$ cat src/rtl/sm83_bus_pkg.sv
// Shared types and constants for the SM83-style bus arbiter.
package sm83_bus_pkg;

  localparam int unsigned T_PER_M = 4;
  localparam int unsigned ADDR_W  = 16;
  localparam int unsigned DATA_W  = 8;

  typedef enum logic [2:0] {
    IDLE = 3'd0,
    T1   = 3'd1,
    T2   = 3'd2,
    T3   = 3'd3,
    T4   = 3'd4
  } bus_state_e;

  typedef enum logic {
    CPU = 1'b0,
    DMA = 1'b1
  } requester_e;

  // Transfer captured at an arbitration edge and replayed over T1..T4.
  typedef struct packed {
    requester_e          owner;
    logic                we;
    logic [ADDR_W-1:0]   addr;
    logic [DATA_W-1:0]   wdata;
  } xfer_t;

  // T-states in which the read/write strobes are active.
  function automatic logic is_strobe_phase(input bus_state_e s);
    return (s == T2) || (s == T3) || (s == T4);
  endfunction

endpackage

$ cat src/rtl/sm83_bus_arb_if.sv
// Requester handshakes plus external bus pins of the arbiter.
interface sm83_bus_arb_if;
  import sm83_bus_pkg::*;

  logic              cpu_req;
  logic              cpu_we;
  logic [ADDR_W-1:0] cpu_addr;
  logic [DATA_W-1:0] cpu_wdata;
  logic              cpu_gnt;
  logic              cpu_done;

  logic              dma_req;
  logic              dma_we;
  logic [ADDR_W-1:0] dma_addr;
  logic [DATA_W-1:0] dma_wdata;
  logic              dma_gnt;
  logic              dma_done;

  logic [DATA_W-1:0] rdata;
  logic              busy;

  logic [ADDR_W-1:0] bus_addr;
  logic [DATA_W-1:0] bus_wdata;
  logic              bus_rd;
  logic              bus_wr;
  logic              bus_data_oe;
  logic [DATA_W-1:0] bus_rdata;

  // Requesters and the external memory side.
  modport master (
    output cpu_req, cpu_we, cpu_addr, cpu_wdata,
    output dma_req, dma_we, dma_addr, dma_wdata,
    output bus_rdata,
    input  cpu_gnt, cpu_done, dma_gnt, dma_done, rdata, busy,
    input  bus_addr, bus_wdata, bus_rd, bus_wr, bus_data_oe
  );

  // The arbiter itself.
  modport slave (
    input  cpu_req, cpu_we, cpu_addr, cpu_wdata,
    input  dma_req, dma_we, dma_addr, dma_wdata,
    input  bus_rdata,
    output cpu_gnt, cpu_done, dma_gnt, dma_done, rdata, busy,
    output bus_addr, bus_wdata, bus_rd, bus_wr, bus_data_oe
  );

endinterface

$ cat src/rtl/sm83_bus_arb_prio.sv
// Winner selection with a saturating CPU starvation counter.
module sm83_bus_arb_prio
  import sm83_bus_pkg::*;
#(
  parameter int unsigned STARVE_LIMIT = 4
) (
  input  logic       clk,
  input  logic       reset_n,
  input  logic       i_arb_edge,
  input  logic       i_cpu_req,
  input  logic       i_dma_req,
  output logic       o_win_valid_c,
  output requester_e o_win_owner_c
);

  localparam int unsigned     CNT_W   = (STARVE_LIMIT > 7) ? $clog2(STARVE_LIMIT + 1) : 3;
  localparam logic [CNT_W-1:0] CNT_MAX = '1;
  localparam logic [CNT_W-1:0] LIMIT   = CNT_W'(STARVE_LIMIT);

  logic [CNT_W-1:0] r_starve;
  logic             w_cpu_turn;

  // CPU overrides DMA only once it has waited out STARVE_LIMIT DMA grants.
  always_comb begin
    w_cpu_turn    = (STARVE_LIMIT != 0) && i_cpu_req && (r_starve == LIMIT);
    o_win_valid_c = i_cpu_req || i_dma_req;
    o_win_owner_c = (i_dma_req && !w_cpu_turn) ? DMA : CPU;
  end

  // Count DMA grants taken while the CPU is waiting; clear when the CPU wins or stops asking.
  always_ff @(posedge clk or negedge reset_n) begin
    if (!reset_n) begin
      r_starve <= '0;
    end else if (i_arb_edge) begin
      if (!i_cpu_req || (o_win_owner_c == CPU)) begin
        r_starve <= '0;
      end else if (r_starve != CNT_MAX) begin
        r_starve <= r_starve + CNT_W'(1);
      end
    end
  end

endmodule

$ cat src/rtl/sm83_bus_arb.sv
// CPU/DMA bus arbiter and T1..T4 M-cycle sequencer driving the external bus.
module sm83_bus_arb
  import sm83_bus_pkg::*;
#(
  parameter int unsigned STARVE_LIMIT = 4
) (
  input  logic          clk,
  input  logic          reset_n,
  sm83_bus_arb_if.slave bus
);

  bus_state_e        r_state;
  bus_state_e        w_state_nxt;
  xfer_t             r_xfer;
  xfer_t             w_xfer_nxt;

  logic              w_arb_edge;
  logic              w_capture;
  logic              w_win_valid;
  requester_e        w_win_owner;

  logic              r_cpu_gnt,  w_cpu_gnt_d;
  logic              r_dma_gnt,  w_dma_gnt_d;
  logic              r_cpu_done, w_cpu_done_d;
  logic              r_dma_done, w_dma_done_d;
  logic [DATA_W-1:0] r_rdata,    w_rdata_d;
  logic [ADDR_W-1:0] r_bus_addr, w_bus_addr_d;
  logic [DATA_W-1:0] r_bus_wdata, w_bus_wdata_d;
  logic              r_bus_rd,   w_bus_rd_d;
  logic              r_bus_wr,   w_bus_wr_d;
  logic              r_bus_oe,   w_bus_oe_d;
  logic              r_busy,     w_busy_d;

  assign w_arb_edge = (r_state == IDLE) || (r_state == T4);
  assign w_capture  = w_arb_edge && w_win_valid;

  sm83_bus_arb_prio #(
    .STARVE_LIMIT (STARVE_LIMIT)
  ) u_prio (
    .clk           (clk),
    .reset_n       (reset_n),
    .i_arb_edge    (w_arb_edge),
    .i_cpu_req     (bus.cpu_req),
    .i_dma_req     (bus.dma_req),
    .o_win_valid_c (w_win_valid),
    .o_win_owner_c (w_win_owner)
  );

  // Transfer that will be in flight after this edge.
  always_comb begin
    w_xfer_nxt = r_xfer;
    if (w_capture) begin
      if (w_win_owner == DMA) begin
        w_xfer_nxt = '{owner: DMA, we: bus.dma_we, addr: bus.dma_addr, wdata: bus.dma_wdata};
      end else begin
        w_xfer_nxt = '{owner: CPU, we: bus.cpu_we, addr: bus.cpu_addr, wdata: bus.cpu_wdata};
      end
    end
  end

  // State register and captured transfer.
  always_ff @(posedge clk or negedge reset_n) begin
    if (!reset_n) begin
      r_state <= IDLE;
      r_xfer  <= '0;
    end else begin
      r_state <= w_state_nxt;
      r_xfer  <= w_xfer_nxt;
    end
  end

  // Next state: T1..T4 run unconditionally; IDLE and T4 re-arbitrate.
  always_comb begin
    w_state_nxt = r_state;
    unique case (r_state)
      IDLE:    w_state_nxt = w_win_valid ? T1 : IDLE;
      T1:      w_state_nxt = T2;
      T2:      w_state_nxt = T3;
      T3:      w_state_nxt = T4;
      T4:      w_state_nxt = w_win_valid ? T1 : IDLE;
      default: w_state_nxt = IDLE;
    endcase
  end

  // Next values of every output, decoded from the state being entered.
  always_comb begin
    w_cpu_gnt_d   = 1'b0;
    w_dma_gnt_d   = 1'b0;
    w_cpu_done_d  = 1'b0;
    w_dma_done_d  = 1'b0;
    w_rdata_d     = r_rdata;
    w_bus_addr_d  = '0;
    w_bus_wdata_d = '0;
    w_bus_rd_d    = 1'b0;
    w_bus_wr_d    = 1'b0;
    w_bus_oe_d    = 1'b0;
    w_busy_d      = (w_state_nxt != IDLE);
    if (w_capture) begin
      w_cpu_gnt_d = (w_win_owner == CPU);
      w_dma_gnt_d = (w_win_owner == DMA);
    end
    if (w_state_nxt != IDLE) begin
      w_bus_addr_d  = w_xfer_nxt.addr;
      w_bus_wdata_d = w_xfer_nxt.wdata;
    end
    if (is_strobe_phase(w_state_nxt)) begin
      w_bus_rd_d = !w_xfer_nxt.we;
      w_bus_wr_d = w_xfer_nxt.we;
      w_bus_oe_d = w_xfer_nxt.we;
    end
    if (r_state == T4) begin
      w_cpu_done_d = (r_xfer.owner == CPU);
      w_dma_done_d = (r_xfer.owner == DMA);
      if (!r_xfer.we) begin
        w_rdata_d = bus.bus_rdata;
      end
    end
  end

  // Output registers.
  always_ff @(posedge clk or negedge reset_n) begin
    if (!reset_n) begin
      r_cpu_gnt   <= 1'b0;
      r_dma_gnt   <= 1'b0;
      r_cpu_done  <= 1'b0;
      r_dma_done  <= 1'b0;
      r_rdata     <= '0;
      r_bus_addr  <= '0;
      r_bus_wdata <= '0;
      r_bus_rd    <= 1'b0;
      r_bus_wr    <= 1'b0;
      r_bus_oe    <= 1'b0;
      r_busy      <= 1'b0;
    end else begin
      r_cpu_gnt   <= w_cpu_gnt_d;
      r_dma_gnt   <= w_dma_gnt_d;
      r_cpu_done  <= w_cpu_done_d;
      r_dma_done  <= w_dma_done_d;
      r_rdata     <= w_rdata_d;
      r_bus_addr  <= w_bus_addr_d;
      r_bus_wdata <= w_bus_wdata_d;
      r_bus_rd    <= w_bus_rd_d;
      r_bus_wr    <= w_bus_wr_d;
      r_bus_oe    <= w_bus_oe_d;
      r_busy      <= w_busy_d;
    end
  end

  assign bus.cpu_gnt     = r_cpu_gnt;
  assign bus.dma_gnt     = r_dma_gnt;
  assign bus.cpu_done    = r_cpu_done;
  assign bus.dma_done    = r_dma_done;
  assign bus.rdata       = r_rdata;
  assign bus.busy        = r_busy;
  assign bus.bus_addr    = r_bus_addr;
  assign bus.bus_wdata   = r_bus_wdata;
  assign bus.bus_rd      = r_bus_rd;
  assign bus.bus_wr      = r_bus_wr;
  assign bus.bus_data_oe = r_bus_oe;

endmodule
$ cat src/flat_wrapper.sv
// flat-port wrapper written by rule: the top's interface ports become plain ports
module sm83_bus_arb_flat import sm83_bus_pkg::*;
#(
  parameter int unsigned STARVE_LIMIT = 4
)
  (clk, reset_n, bus_cpu_req, bus_cpu_we, bus_cpu_addr, bus_cpu_wdata, bus_dma_req, bus_dma_we, bus_dma_addr, bus_dma_wdata, bus_bus_rdata, bus_cpu_gnt, bus_cpu_done, bus_dma_gnt, bus_dma_done, bus_rdata, bus_busy, bus_bus_addr, bus_bus_wdata, bus_bus_rd, bus_bus_wr, bus_bus_data_oe);
  sm83_bus_arb_if bus_i ();
  input  logic clk;
  input  logic reset_n;
  input wire logic [$bits(bus_i.cpu_req)-1:0] bus_cpu_req;
  input wire logic [$bits(bus_i.cpu_we)-1:0] bus_cpu_we;
  input wire logic [$bits(bus_i.cpu_addr)-1:0] bus_cpu_addr;
  input wire logic [$bits(bus_i.cpu_wdata)-1:0] bus_cpu_wdata;
  input wire logic [$bits(bus_i.dma_req)-1:0] bus_dma_req;
  input wire logic [$bits(bus_i.dma_we)-1:0] bus_dma_we;
  input wire logic [$bits(bus_i.dma_addr)-1:0] bus_dma_addr;
  input wire logic [$bits(bus_i.dma_wdata)-1:0] bus_dma_wdata;
  input wire logic [$bits(bus_i.bus_rdata)-1:0] bus_bus_rdata;
  output wire logic [$bits(bus_i.cpu_gnt)-1:0] bus_cpu_gnt;
  output wire logic [$bits(bus_i.cpu_done)-1:0] bus_cpu_done;
  output wire logic [$bits(bus_i.dma_gnt)-1:0] bus_dma_gnt;
  output wire logic [$bits(bus_i.dma_done)-1:0] bus_dma_done;
  output wire logic [$bits(bus_i.rdata)-1:0] bus_rdata;
  output wire logic [$bits(bus_i.busy)-1:0] bus_busy;
  output wire logic [$bits(bus_i.bus_addr)-1:0] bus_bus_addr;
  output wire logic [$bits(bus_i.bus_wdata)-1:0] bus_bus_wdata;
  output wire logic [$bits(bus_i.bus_rd)-1:0] bus_bus_rd;
  output wire logic [$bits(bus_i.bus_wr)-1:0] bus_bus_wr;
  output wire logic [$bits(bus_i.bus_data_oe)-1:0] bus_bus_data_oe;
  assign bus_i.cpu_req = bus_cpu_req;
  assign bus_i.cpu_we = bus_cpu_we;
  assign bus_i.cpu_addr = bus_cpu_addr;
  assign bus_i.cpu_wdata = bus_cpu_wdata;
  assign bus_i.dma_req = bus_dma_req;
  assign bus_i.dma_we = bus_dma_we;
  assign bus_i.dma_addr = bus_dma_addr;
  assign bus_i.dma_wdata = bus_dma_wdata;
  assign bus_i.bus_rdata = bus_bus_rdata;
  assign bus_cpu_gnt = bus_i.cpu_gnt;
  assign bus_cpu_done = bus_i.cpu_done;
  assign bus_dma_gnt = bus_i.dma_gnt;
  assign bus_dma_done = bus_i.dma_done;
  assign bus_rdata = bus_i.rdata;
  assign bus_busy = bus_i.busy;
  assign bus_bus_addr = bus_i.bus_addr;
  assign bus_bus_wdata = bus_i.bus_wdata;
  assign bus_bus_rd = bus_i.bus_rd;
  assign bus_bus_wr = bus_i.bus_wr;
  assign bus_bus_data_oe = bus_i.bus_data_oe;
  sm83_bus_arb #(.STARVE_LIMIT(STARVE_LIMIT)) u_core (.clk(clk), .reset_n(reset_n), .bus(bus_i));
endmodule
$ cat config.mk
export PLATFORM = sky130hd
export DESIGN_NAME = sm83_bus_arb_flat
export DESIGN_NICKNAME = d
export VERILOG_FILES = /design/src/rtl/sm83_bus_pkg.sv /design/src/rtl/sm83_bus_arb_if.sv /design/src/rtl/sm83_bus_arb_prio.sv /design/src/rtl/sm83_bus_arb.sv /design/src/flat_wrapper.sv
export SDC_FILE = /design/constraint.sdc
export NUM_CORES = 1
export LEC_CHECK = 0
export CAP_MARGIN = 0
export CORE_MARGIN = 2
export CORE_UTILIZATION = 48
export DETAILED_ROUTE_END_ITERATION = 6
export HOLD_SLACK_MARGIN = 0.05
export PLACE_DENSITY = 0.91
export RECOVER_POWER = 100
export SETUP_SLACK_MARGIN = 0.15
export SYNTH_ARGS = -nofsm -noshare
export SYNTH_HDL_FRONTEND = slang
export SYNTH_SLANG_ARGS = --single-unit
export TNS_END_PERCENT = 100
$ cat constraint.sdc
create_clock -name clk -period 5 [get_ports clk]
set_input_delay 1 -clock clk [delete_from_list [all_inputs] [get_ports clk]]
set_output_delay 1 -clock clk [all_outputs]
set_load 0.005 [all_outputs]
==> metrics, run 1 <==
status=finished, violations left; failing checks=capacitance limit, slew limit; Worst-Margin Slew=1990 ps; Post-Place Worst Slack=~1800 ps; initial antenna violation count=0; drt total wl=~7400 um; number of H-tree branching levels=3; pwr dens=approximately 540 nW/um2; first-pass GRT wire length=~12000 um; most common cell after layout, fill and taps aside=dfrtp_1; clock root buffer master=clkbuf_8; static leakage=around 1.8 nW; commonest cells after routing, fill and taps aside=dfrtp_1, clkdlybuf4s50_1, nand3_1, dlygate4sd3_1, o21ai_0; Yosys top cell by area=dfrtp_1; critical path arrival=between 3000 and 4000 ps; Reg power frac=0.430; max frequency=about 270 MHz; largest net degree at the start of global routing=72; core box area=just under 6000 um2; vias per cell=between 5 and 6; Residual DRC=0; DIE WIDTH=around 82 um; Internal Power=0.00143 W; Clock Sink Count=between 70 and 80; Yosys warnings=0; hold path start=u_core.r_xfer[25]; worst skew pair latency=340 ps; CTS clock-pin slew for the worst setup and hold paths=70 ps; Area Overhead vs Synth=39.3%; Crit Path Category=in2reg; number of max-cap violations=3; die height=approximately 80 um; largest cells by area after synthesis=dfrtp_1, nand3_1, a31oi_1; wire length per cell=17.2 um; vias in the first global route=roughly 2500; # resized after CTS=0; Tot GR Track Use=0.236; maximum clock insertion buffer count=2; Post-CTS Setup Inserts=0; final setup margin=between 1000 and 1500 ps; setup_tns=0 ps; Nets=roughly 420; final setup fails=0; Setup crit start=bus_dma_req; GRT overflow=0; Clock power frac=0.175; Final Hold Viols=0; Synth top area share=0.609; post-synthesis sequential area ratio=0.609; Yosys reg bits=71; Sw Pwr=approximately 0.00074 W; asr flop ratio synth=1.00; Post-CTS Hold Fix Bufs=0; RSZ-0062 raised after global routing=false; combinational share of power=0.394; IO Pins=102; worst clock skew=about 10 ps; Reg-to-Reg Start=u_core.r_state[0]; Sw Share=0.341; data required time of the worst path=between 5000 and 6000 ps; # rows=28; final max-slew violation count=89; DR pass1 iterations=5; CTS tree=done; Antenna diodes=0; synthesized net count=325; share of cells above drive strength 1=0.0674; worst hold path class=reg2reg; vias=about 2500; netlist area before placement=2920 um2; post-synthesis cell count=between 200 and 300; # port buffers=roughly 100; ys flop type=dfrtp_1; number of synthesized flops with an enable pin=0; CTS Buf Count=9; initial cell density of the core=0.495; 1st-iter DRT viols=between 150 and 200; VDD IR max=0.000282 V; crit end category=flop; Startpoint Class=primary input; routability cong.=slightly below 0.8; dpl hpwl=around 4800 um; Die ar.=between 6000 and 7000 um2; DRT antenna net count=0; Fill cells=452; Tcrit/Tclk final=0.742; Rel. slew slack=-0.332; worst-path fanout max=28; synth unique cells=32; Avg Inst Size Synth=around 11 um2; Period minus WS final=around 3700 ps
==> final cells by class <==
| cell class | instances | area [um2] | share of cell area |
|---|---|---|---|
| inverter | 4 | 15.0 | 0.00370 |
| clock buffer | 12 | 135 | 0.0333 |
| sequential | 71 | 1780 | 0.437 |
| multi-input combinational | 163 | 1010 | 0.248 |
| tap | 75 | 93.8 | 0.0231 |
| clock inverter | 4 | 22.5 | 0.00555 |
| timing repair buffer | 102 | 1010 | 0.249 |
==> worst max-delay path, stage by stage <==
cell	delay, ps
clkdlybuf4s50_1	450
clkbuf_1	940
a21bo_1	630
nor4b_1	690
mux2_2	280
==> final timing paths <==
check | end | slack [ps] | depth (start not counted)
min in group asynchronous | u_core.bus.cpu_gnt | 760 | 1
min | u_core.bus.cpu_done | 450 | 1
max | u_core.u_prio.r_starve[0] | 1290 | 5
max reg2reg | u_core.u_prio.r_starve[0] | 1930 | 3
max in group asynchronous | u_core.bus.bus_wdata[3] | 3700 | 1
min reg2reg | u_core.bus.cpu_done | 450 | 1
==> per-stage QoR <==
step / area [um2] / power, W / utilization / instances / hold WS [ps]
finish: 4060 / 0.00218 / 0.690 / 431 / 451
global route: 4060 / 0.00233 / 0.690 / 431 / 471
CTS: 4080 / 0.00225 / 0.694 / 431 / 448
detailed placement: 3930 / 0.00187 / 0.667 / 415 / 436
global placement: 3930 / 0.00182 / 0.667 / 415 / 427
floorplan: 2920 / 0.00143 / - / 260 / 408
==> sequential cells by signal, summed over array words and instances, names as in the netlist <==
signal	count
u_core.r_xfer	26
u_core.bus.bus_addr	16
u_core.bus.bus_wdata	8
u_core.bus.rdata	8
u_core.r_state	3
u_core.u_prio.r_starve	3
u_core.bus.bus_rd	1
u_core.bus.bus_wr	1
u_core.bus.busy	1
u_core.bus.cpu_done	1
u_core.bus.cpu_gnt	1
u_core.bus.dma_done	1
u_core.bus.dma_gnt	1
==> synthesized netlist by cell type (2+ instances only) <==
cell      instances
a22o_1            2
a31oi_1          24
and3_1            2
buf_2             4
buf_4             2
buf_6             2
clkbuf_1         13
dfrtp_1          71
ha_1              3
inv_1             4
mux2_2            9
nand2_1           2
nand2b_1          2
nand3_1          49
nand4_1          24
nor2_1            5
o21ai_0          27
==> kinds of logic (layout without fill, tap and decap cells) <==
logic type / count (synthesis) / count (layout) / synth area share
simple gates: 92 / 92 / 0.179
buf+inv: 26 / 122 / 0.0429
mux: 9 / 9 / 0.0348
fa+ha+maj: 3 / 3 / 0.0129
compound gates: 58 / 58 / 0.118
xor+xnor: 1 / 1 / 0.00300
flops: 71 / 71 / 0.609
==> per-layer routing <==
| metal | part of all wire | up-vias | global-route usage |
|---|---|---|---|
| met5 | 0 | - | 0 |
| li1 | - | 1154 | - |
| met3 | 0.082 | 18 | 0.0692 |
| met4 | 0.019 | 0 | 0.110 |
| met1 | 0.40 | 1229 | 0.286 |
| met2 | 0.50 | 133 | 0.387 |
==> power by group through the flow <==
stage | clock (W) | sequential (W) | combinational [W]
floorplan | 0 | 0.000936 | 0.000493
global placement | 0 | 0.000943 | 0.000874
detailed placement | 0 | 0.000954 | 0.000917
CTS | 0.000384 | 0.000947 | 0.000923
global route | 0.000415 | 0.000964 | 0.000947
finish | 0.000382 | 0.000936 | 0.000858
No activity file was read; power rests on OpenSTA's default activity.
==> run 2, diff against run 1 <==
CORE_UTILIZATION = 45   (was 48)
PLACE_DENSITY = 0.87   (was 0.91)
clock period = 3.7 ns   (was 5 ns; I/O delays follow)
==> metrics, run 2 (synthesized netlist as in run 1, its figures left out) <==
status=finished, violations left; failing checks=capacitance limit, slew limit; dpl hpwl=around 5000 um; final max-slew violation count=72; clock root buffer master=clkbuf_8; number of max-cap violations=1; vias in the first global route=2541; IO Pins=roughly 100; worst clock skew=approximately 8.7 ps; critical path arrival=between 3000 and 4000 ps; 1st-iter DRT viols=approximately 230; Post-CTS Hold Fix Bufs=0; GRT overflow=0; CTS tree=done; Final Hold Viols=0; data required time of the worst path=3940 ps; Clock power frac=0.205; Sw Share=0.328; VDD IR max=approximately 0.00034 V; Crit Path Category=in2reg; wire length per cell=approximately 17 um; reg2reg setup slack=roughly 1100 ps; Clock Sink Count=slightly above 70; Period minus WS final=roughly 2800 ps; pwr dens=740 nW/um2; routability cong.=a little under 0.8; Post-CTS Setup Inserts=0; initial antenna violation count=0; crit end category=flop; die height=approximately 84 um; Reg power frac=0.412; RSZ-0062 raised after global routing=false; vias=~2600; Die ar.=7140 um2; # port buffers=slightly above 100; CTS clock-pin slew for the worst setup and hold paths=~70 ps; core box area=approximately 6300 um2; Rel. slew slack=-0.114; Tot GR Track Use=0.212; DRT antenna net count=0; final setup fails=0; worst hold path class=reg2reg; # rows=29; most common cell after layout, fill and taps aside=dfrtp_1; maximum clock insertion buffer count=2; commonest cells after routing, fill and taps aside=dfrtp_1, clkdlybuf4s50_1, nand3_1, dlygate4sd3_1, o21ai_0; worst-path fanout max=26; Nets=420; number of H-tree branching levels=3; share of cells above drive strength 1=0.0917; Startpoint Class=primary input; static leakage=1.82 nW; vias per cell=around 5.8; initial cell density of the core=0.462; first-pass GRT wire length=between 10000 and 15000 um; Tcrit/Tclk final=0.762; DIE WIDTH=between 80 and 90 um; worst skew pair latency=340 ps; Worst-Margin Slew=between 1500 and 2000 ps; largest net degree at the start of global routing=a little over 70; max frequency=around 350 MHz; design area=~4100 um2; combinational share of power=0.384; Area after DPL=a little under 4000 um2; drt total wl=7600 um; largest register by flop count=u_core.r_xfer; Internal Power=roughly 0.0021 W; CTS Buf Count=9; max reg flops=26; DR pass1 iterations=5; Antenna diodes=0; Residual DRC=0; Area Overhead vs Synth=42.1%; Sw Pwr=approximately 0.0010 W; # resized after CTS=0; Fill cells=511; setup_tns=0 ps
-- run 2: changes by cell type in the layout (fill, tap and decap cells not counted), moves of 2 or more --
cell      change
mux2_1        -2
clkbuf_8      +2
mux2_2        +2
clkbuf_1      -3
buf_4         +3
-- run 2: worst paths after layout --
path / startpoint / end / cells past startpoint
worst max-delay path: bus_dma_req / u_core.bus.bus_addr[9] / 4
worst min-delay path: u_core.r_xfer[25] / u_core.bus.cpu_done / 1
worst max register to register: u_core.r_state[0] / u_core.bus.rdata[5] / 3
worst min register to register: u_core.r_xfer[25] / u_core.bus.cpu_done / 1
max in group asynchronous: reset_n / u_core.bus.bus_addr[6] / 1
min in group asynchronous: reset_n / u_core.bus.bus_addr[11] / 1
-- run 2: power groups by stage --
stage	clock, W	combinational (W)	sequential, W
floorplan	0	0.000666	0.00127
global placement	0	0.00121	0.00127
detailed placement	0	0.00126	0.00129
CTS	0.000636	0.00127	0.00128
global route	0.000666	0.00129	0.00130
finish	0.000627	0.00117	0.00126
-- run 2: cell type report --
cell class	instances	area, um2	area share
clock inverter	5	56.3	0.0136
sequential	71	1780	0.429
multi-input combinational	163	1010	0.243
clock buffer	11	151	0.0366
tap	77	96.3	0.0233
inverter	4	15.0	0.00363
timing repair buffer	106	1040	0.251
-- run 2: critical path, stage by stage --
cell and delay, ps:
dlygate4sd3_1 630, nor2_1 1110, o21ai_0 290, a31oi_1 270
-- run 2: per-layer routing --
layer | share of wire | track usage
met5 | 0 | 0
met3 | 0.081 | 0.0560
met1 | 0.39 | 0.259
met4 | 0.013 | 0.0707
met2 | 0.51 | 0.366
-- run 2: stage by stage --
| stage | cells | power [W] | utilization | setup slack (ps) | hold WS (ps) |
|---|---|---|---|---|---|
| 4_1_cts | 437 | 0.00318 | 0.660 | 1340 | 454 |
| 3_5_place_dp | 421 | 0.00255 | 0.627 | 1030 | 442 |
| 6_report | 437 | 0.00306 | 0.656 | 882 | 467 |
| 3_3_place_gp | 421 | 0.00248 | 0.627 | 1130 | 434 |
| 5_1_grt | 437 | 0.00326 | 0.656 | 630 | 470 |
| 2_1_floorplan | 260 | 0.00193 | - | 1800 | 408 |
==> run 3, diff against run 2 <==
clock period = 2.7 ns   (was 3.7 ns; I/O delays follow)
==> metrics, run 3 (synthesized netlist as in run 1, its figures left out) <==
status=finished, violations left; failing checks=capacitance limit, slew limit; Power, Total=approximately 0.0042 W; die height=around 84 um; max frequency=between 400 and 500 MHz; DRT antenna net count=0; IO Pins=102; data required time of the worst path=about 2900 ps; final setup fails=0; static leakage=around 1.8 nW; CTS Buf Count=9; vias per cell=~6; Rel. slew slack=-0.123; worst hold endpoint=u_core.bus.cpu_done; crit-path cells=dlygate4sd3_1 -> or2_2 -> o21ai_0 -> clkbuf_2 -> a31oi_1; Die ar.=around 7000 um2; met2 WL=approximately 3700 um; dpl hpwl=a little under 5000 um; Post-CTS Setup Inserts=0; critical path arrival=2530 ps; number of max-cap violations=1; most common cell after layout, fill and taps aside=dfrtp_1; wire length per cell=16.8 um; hold_ws=464 ps; Final Hold Viols=0; Setup crit start=bus_dma_req; # rows=29; hold path start=u_core.r_xfer[25]; reg-to-reg endpoint=u_core.bus.bus_addr[9]; Startpoint Class=primary input; GRT overflow=0; Reg-to-Reg Start=u_core.r_state[0]; maximum clock insertion buffer count=2; WL met3=about 540 um; vias in the first global route=about 2600; DIE WIDTH=between 80 and 90 um; placed insts=422; initial antenna violation count=0; CP max stage delay=between 600 and 700 ps; reg2reg setup slack=between 400 and 500 ps; Residual DRC=0; Post-CTS Hold Fix Bufs=0; CTS tree=done; routability cong.=approximately 0.76; commonest cells after routing, fill and taps aside=dfrtp_1, clkdlybuf4s50_1, nand3_1, dlygate4sd3_1, o21ai_0; pwr dens=1020 nW/um2; drt total wl=7360 um; Antenna diodes=0; Tot GR Track Use=0.220; # resized after CTS=0; worst-path fanout max=22; number of H-tree branching levels=3; VDD IR max=just under 0.0006 V; clock root buffer master=clkbuf_8; DR pass1 iterations=5; worst clock skew=just over 7 ps; CTS clock-pin slew for the worst setup and hold paths=70 ps; setup_tns=0 ps; first-pass GRT wire length=roughly 12000 um; worst hold path class=reg2reg; final max-slew violation count=between 70 and 80; crit end category=flop; largest register by flop count=u_core.r_xfer; Tcrit/Tclk final=0.871; share of cells above drive strength 1=0.0972; Worst-Margin Slew=roughly 1700 ps; Area Overhead vs Synth=42.5%; Met1 Wirelength=about 3000 um; RSZ-0062 raised after global routing=false; initial cell density of the core=0.462; hold path depth=1; vias=about 2600; post-route core utilization=0.658; 1st-iter DRT viols=190; # port buffers=101; max reg flops=26; Period minus WS final=2350 ps; slowest library cell on the worst path=dlygate4sd3_1; Clock Sink Count=71; largest net degree at the start of global routing=72; Worst Reg-to-Reg Cells=4; Crit Path Category=in2reg; non-filler cells, final=437; core box area=approximately 6300 um2; worst skew pair latency=330 ps; Nets=approximately 420; Highest Signal Layer=met4
==> run 3: final cells by class <==
class / instances / area, um2
Timing Repair Buffer: 107 / 1050
Tap cell: 77 / 96.3
Sequential cell: 71 / 1780
Multi-Input combinational cell: 163 / 1010
Inverter: 4 / 15.0
Fill cell: 506 / 2160
Clock inverter: 4 / 70.1
Clock buffer: 11 / 141
==> run 3: where the power goes <==
group,switching [W],leakage [nW],internal (W)
combinational,0.000798,0.828,0.000811
clock,0.000361,0.109,0.000538
sequential,0.000176,0.889,0.00154
==> run 3: through the flow <==
step / cell area, um2 / worst slack [ps]
2_1_floorplan: 2920 / 1000
3_3_place_gp: 3970 / 314
3_5_place_dp: 3970 / 151
4_1_cts: 4180 / 502
5_1_grt: 4160 / 215
6_report: 4160 / 348
==> run 3: worst max-delay path by stage <==
stage                                     end  slack (ps)  depth (start not counted)
floorplan           u_core.u_prio.r_starve[0]        1000                          5
global placement    u_core.u_prio.r_starve[0]         310                          4
detailed placement  u_core.u_prio.r_starve[0]         150                          4
CTS                 u_core.u_prio.r_starve[0]         500                          4
global route          u_core.bus.bus_wdata[4]         210                          5
finish                 u_core.bus.bus_addr[9]         350                          5
==> run 3: metal layers <==
layer,up-vias,GRT usage
met3,16,0.0413
li1,1160,-
met5,-,0
met4,0,0.0967
met2,132,0.355
met1,1247,0.292
==> run 3: critical path: cells and delay by family <==
kind | cells | cell delay, ps
buffers and inverters | 2 | 1140
AOI/OAI and AO/OA | 2 | 520
and+or+nand+nor | 1 | 330
